`config.mk`:
```
export PLATFORM = sky130hd
export DESIGN_NAME = regblock_arbiter
export DESIGN_NICKNAME = d
export VERILOG_FILES = /design/src/rtl/regblock_arbiter.sv
export SDC_FILE = /design/constraint.sdc
export NUM_CORES = 1
export LEC_CHECK = 0
export CORE_AREA = 2 2 95 61
export DETAILED_ROUTE_END_ITERATION = 10
export DIE_AREA = 0 0 97 63
export PLACE_DENSITY = 0.83
export SETUP_SLACK_MARGIN = 0.15
export SYNTH_ARGS = -nofsm -noshare
export SYNTH_HDL_FRONTEND = slang
export SYNTH_SLANG_ARGS = --single-unit
```
`constraint.sdc`:
```
create_clock -name clk -period 1.8 [get_ports clk]
set_input_delay 0.18 -clock clk [delete_from_list [all_inputs] [get_ports clk]]
set_output_delay 0.18 -clock clk [all_outputs]
set_load 0.02 [all_outputs]
```
`src/rtl/regblock_arbiter.sv`:
```
// Two-requester round-robin controller for an 8x8-bit register block.
// Executes READ/WRITE/COPY/SWAP commands and sequences the block's
// write/read ports. It returns a one-cycle done pulse and result data to
// the requester that owns the command.
module regblock_arbiter (
    input  logic       clk,
    input  logic       rst,
    input  logic       req0_valid,
    input  logic [1:0] req0_op,
    input  logic [2:0] req0_src,
    input  logic [2:0] req0_dst,
    input  logic [7:0] req0_wdata,
    output logic       req0_ready,
    output logic       req0_done,
    output logic [7:0] req0_rdata,
    input  logic       req1_valid,
    input  logic [1:0] req1_op,
    input  logic [2:0] req1_src,
    input  logic [2:0] req1_dst,
    input  logic [7:0] req1_wdata,
    output logic       req1_ready,
    output logic       req1_done,
    output logic [7:0] req1_rdata,
    output logic       rf_we,
    output logic [2:0] rf_iaddr,
    output logic [7:0] rf_idata,
    output logic       rf_oe,
    output logic [2:0] rf_oaddr,
    input  logic [7:0] rf_odata
);

    typedef enum logic [1:0] {IDLE, EXEC, SWAP2, SWAP3} state_t;
    typedef enum logic [1:0] {OP_READ, OP_WRITE, OP_COPY, OP_SWAP} op_t;

    state_t     state, state_nx;
    op_t        cmd_op;
    logic [2:0] cmd_src, cmd_dst;
    logic [7:0] cmd_wdata;
    logic       owner;      // requester that owns the command in flight
    logic       last_grant; // requester granted most recently
    logic [7:0] tmp;        // first SWAP operand, held until SWAP3
    logic [7:0] result;
    logic       done0, done1;

    logic       winner;
    logic       accept;
    logic       fin;        // final exec cycle of the current command
    logic       res_load;
    logic [7:0] res_val;
    logic       tmp_load;

    // Arbitration: a lone valid requester wins; on contention the one not granted last wins.
    always_comb begin
        winner = req1_valid;
        if (req0_valid && req1_valid) begin
            winner = ~last_grant;
        end
        req0_ready = !rst && (state == IDLE) && req0_valid && !winner;
        req1_ready = !rst && (state == IDLE) && req1_valid && winner;
        accept     = req0_ready || req1_ready;
    end

    // Next-state and register-block pin sequencing; pins are held quiet while rst is high.
    always_comb begin
        state_nx = state;
        rf_we    = 1'b0;
        rf_iaddr = 3'd0;
        rf_idata = 8'd0;
        rf_oe    = 1'b0;
        rf_oaddr = 3'd0;
        fin      = 1'b0;
        res_load = 1'b0;
        res_val  = 8'd0;
        tmp_load = 1'b0;
        if (!rst) begin
            case (state)
                IDLE: begin
                    if (accept) state_nx = EXEC;
                end
                EXEC: begin
                    case (cmd_op)
                        OP_READ: begin
                            rf_oe    = 1'b1;
                            rf_oaddr = cmd_src;
                            res_load = 1'b1;
                            res_val  = rf_odata;
                            fin      = 1'b1;
                            state_nx = IDLE;
                        end
                        OP_WRITE: begin
                            rf_we    = 1'b1;
                            rf_iaddr = cmd_dst;
                            rf_idata = cmd_wdata;
                            res_load = 1'b1;
                            res_val  = cmd_wdata;
                            fin      = 1'b1;
                            state_nx = IDLE;
                        end
                        OP_COPY: begin
                            rf_oe    = 1'b1;
                            rf_oaddr = cmd_src;
                            rf_we    = 1'b1;
                            rf_iaddr = cmd_dst;
                            rf_idata = rf_odata;
                            res_load = 1'b1;
                            res_val  = rf_odata;
                            fin      = 1'b1;
                            state_nx = IDLE;
                        end
                        OP_SWAP: begin
                            rf_oe    = 1'b1;
                            rf_oaddr = cmd_src;
                            tmp_load = 1'b1;
                            state_nx = SWAP2;
                        end
                    endcase
                end
                SWAP2: begin
                    rf_oe    = 1'b1;
                    rf_oaddr = cmd_dst;
                    rf_we    = 1'b1;
                    rf_iaddr = cmd_src;
                    rf_idata = rf_odata;
                    res_load = 1'b1;
                    res_val  = rf_odata;
                    state_nx = SWAP3;
                end
                SWAP3: begin
                    rf_we    = 1'b1;
                    rf_iaddr = cmd_dst;
                    rf_idata = tmp;
                    fin      = 1'b1;
                    state_nx = IDLE;
                end
            endcase
        end
    end

    // State, command latch, grant pointer, result/tmp capture and done pulses.
    always_ff @(posedge clk) begin
        if (rst) begin
            state      <= IDLE;
            cmd_op     <= OP_READ;
            cmd_src    <= 3'd0;
            cmd_dst    <= 3'd0;
            cmd_wdata  <= 8'd0;
            owner      <= 1'b0;
            last_grant <= 1'b1;
            tmp        <= 8'd0;
            result     <= 8'd0;
            done0      <= 1'b0;
            done1      <= 1'b0;
        end else begin
            state <= state_nx;
            done0 <= fin && !owner;
            done1 <= fin && owner;
            if (accept) begin
                cmd_op     <= winner ? op_t'(req1_op) : op_t'(req0_op);
                cmd_src    <= winner ? req1_src : req0_src;
                cmd_dst    <= winner ? req1_dst : req0_dst;
                cmd_wdata  <= winner ? req1_wdata : req0_wdata;
                owner      <= winner;
                last_grant <= winner;
            end
            if (res_load) result <= res_val;
            if (tmp_load) tmp <= rf_odata;
        end
    end

    assign req0_done  = done0;
    assign req1_done  = done1;
    assign req0_rdata = result;
    assign req1_rdata = result;

endmodule

```
==> run metrics <==
initial antenna violation count 0; fin nets 443; Post-route DRC 0; Sequential Power Share 40.3%; finished layout cell area 0.00375 mm2; Comb pwr share 32.8%; PD cells 619 mW/mm2; Async SR Flop Fraction 0%; Netlist cell types 35; routed vias/inst 5.47; I/O pin total 80; top post-synthesis cells by count 43 x nand2_1, 40 x nor2_1, 38 x dfxtp_1, 25 x a21oi_1, 16 x mux2i_1; Pint 0.00161 W; Syn Std Cell Area 0.00232 mm2; CP Capture Type primary output; worst slew pin tran 0.440 ns; Yosys warnings 0; CTS sink cnt 38; num rows 21; run status finished, violations left; WL per Instance 16.2 um; first-pass GRT wire length 11600 um; final worst slack -0.188 ns; Hold Fails Final Rpt 0; die height 63 um; arrival time at the worst endpoint 1.81 ns; Slew HR 70.4%; setup tns final -1.55 ns; maximum buffer depth of the clock tree 2; number of synthesized flops with an enable pin 0; Initial Util 43.9%; share of post-route cells with drive strength above 1 34.4%; Synth Net Count 336; top-area cell type share of the netlist area 32.8%; CTS H-tree lvls 2; hpwl dp 4730 um; IO buf count 79; Overflow after GRT 0; Hold Path Class primary input to register; Psw 0.000719 W; fillers 387; Std-Cell Core Area 0.00528 mm2; final slew viol count 0; Final Cycle Share 110%; post-route ant nets 0; full die area 0.00611 mm2; pre-CTS WS -0.318 ns; flip-flop and latch area 768 um2; Area contributors post-synth dfxtp_1 33%, a211oi_2 7.6%, nand2_1 7.0%, mux2i_1 6.9%, nor2_1 6.5%; detailed-route via count 2504; placed cells 437; DRT Pass-1 Iters 6; CP Launch Type register; ant diodes 0; Mean Syn Cell Area 8.26 um2; most common cell in the netlist nand2_1; Worst-path clk slew 0.08 ns; final non-filler cell total 458; Tot GR Track Use 23.0%; register area share after synthesis 32.8%; CTS buffer count 5; WP data required 1.62 ns; Seq cells post-synth 38; worst vdd ir 0.298 mV; Skew-Pair Late Insertion Delay 0.30 ns; number of global-route vias before repair 2424; Root Buffer clkbuf_8; GP Congestion 0.873; Core Util, Final 71.1%; area occupied by multi-input gates 0.00155 mm2; clock network power share 26.8%; largest net degree at the start of global routing 44; post-synthesis cell count 281; RSZ-0062 raised after global routing true; Max Fclk 503 MHz; placed inst area 0.00337 mm2; CTS tree yes; failing checks negative setup slack; die width 97 um; 1st-iter DRT viols 212; P&R area growth vs syn 61.9%; crit-path max FO 3; top cell type by total area after synthesis dfxtp_1; max-cap viol count 0; fin crit period 1.99 ns; Pleak 1.43 nW; clk_skew 0.00955 ns; switching share of power 30.9%; Setup CP Type register to primary output; Setup-failing EPs final 15; Main synth FF type dfxtp_1; Routed WL 7400 um
## final timing paths
path	startpoint	endpoint	slack, ns	cells after the start
worst min register to register	owner	req0_done	0.46	1
worst max register to register	state[0]	req0_rdata[6]	0.17	9
worst min-delay path	rst	owner	0.38	3
worst max-delay path	cmd_op[1]	rf_idata[0]	-0.19	7
## final cells by class
cell class / count / area share (%)
clock buffers: 7 / 2.30
clock inverters: 1 / 0.133
inverters: 4 / 0.533
multi-input cells: 211 / 41.3
flip-flops and latches: 38 / 20.5
well taps: 69 / 2.30
repair buffers: 128 / 33.0
## flip-flops by register name (all words and copies together) (netlist names), named ones only
register	flops
cmd_wdata	8
req0_rdata	8
tmp	8
cmd_dst	3
cmd_src	3
cmd_op	2
last_grant	1
owner	1
req0_done	1
req1_done	1
state	1
## timing repair
item / in CTS / in global routing
setup endpoints to repair: 30 / 36
pin swaps: 10 / 11
buffers inserted: 8 / 2
gates cloned: 1 / 2
hold buffers: 0 / 0
resized for setup: 111 / 30
## routing by layer
metal | global-route usage [%] | wire [um] | vias up
met3 | 5.03 | 559 | 19
met4 | 5.81 | 137 | 0
met5 | 0 | 0 | -
met1 | 29.5 | 3230 | 1175
li1 | - | - | 1194
met2 | 39.4 | 3480 | 116
## metrics by stage
step           total power (W)  hold WS, ns
2_1_floorplan          0.00129        0.316
3_3_place_gp           0.00155        0.433
3_5_place_dp           0.00157        0.449
4_1_cts                0.00225        0.347
5_1_grt                0.00244        0.394
6_report               0.00232        0.381
## power by group through the flow
stage	Combinational (W)	Clock (W)	Sequential, W
6_report	0.000763	0.000624	0.000938
5_1_grt	0.000822	0.000678	0.000944
4_1_cts	0.000698	0.000614	0.000933
3_5_place_dp	0.000617	0	0.000948
3_3_place_gp	0.000603	0	0.000945
2_1_floorplan	0.000344	0	0.000951
## logic make-up (layout without fill, tap and decap cells)
kind of cell	after synthesis	after routing	synth area share (%)
fa+ha+maj	11	11	5.93
buf+inv	33	140	8.20
simple gates	105	106	20.9
flops	38	38	32.8
mux	16	16	6.90
compound gates	78	78	25.3
## cell usage in the layout, fill, tap and decap left out, types with 2 or more instances in the layout
cell	n
buf_6	12
dfxtp_1	34
ha_2	4
nand2_1	42
ha_4	6
nand3b_1	8
or2_4	3
o21ai_0	11
mux2i_1	16
a211oi_2	16
a22oi_2	6
clkbuf_8	6
o21ai_1	6
buf_4	39
a21oi_1	25
inv_4	2
nor2_1	33
nor2_2	6
dfxtp_2	3
clkdlybuf4s50_1	60
a222oi_1	8
buf_12	5
inv_2	2
nand2b_4	2
buf_2	9
## worst max-delay path: stages, from the launching register on
cell      delay [ns]
dfxtp_2         0.35
inv_4           0.05
ha_4            0.22
and2_4          0.16
buf_6           0.12
a222oi_1        0.32
nor2_1          0.11
buf_4           0.17
(Power assumes the default switching activity.)
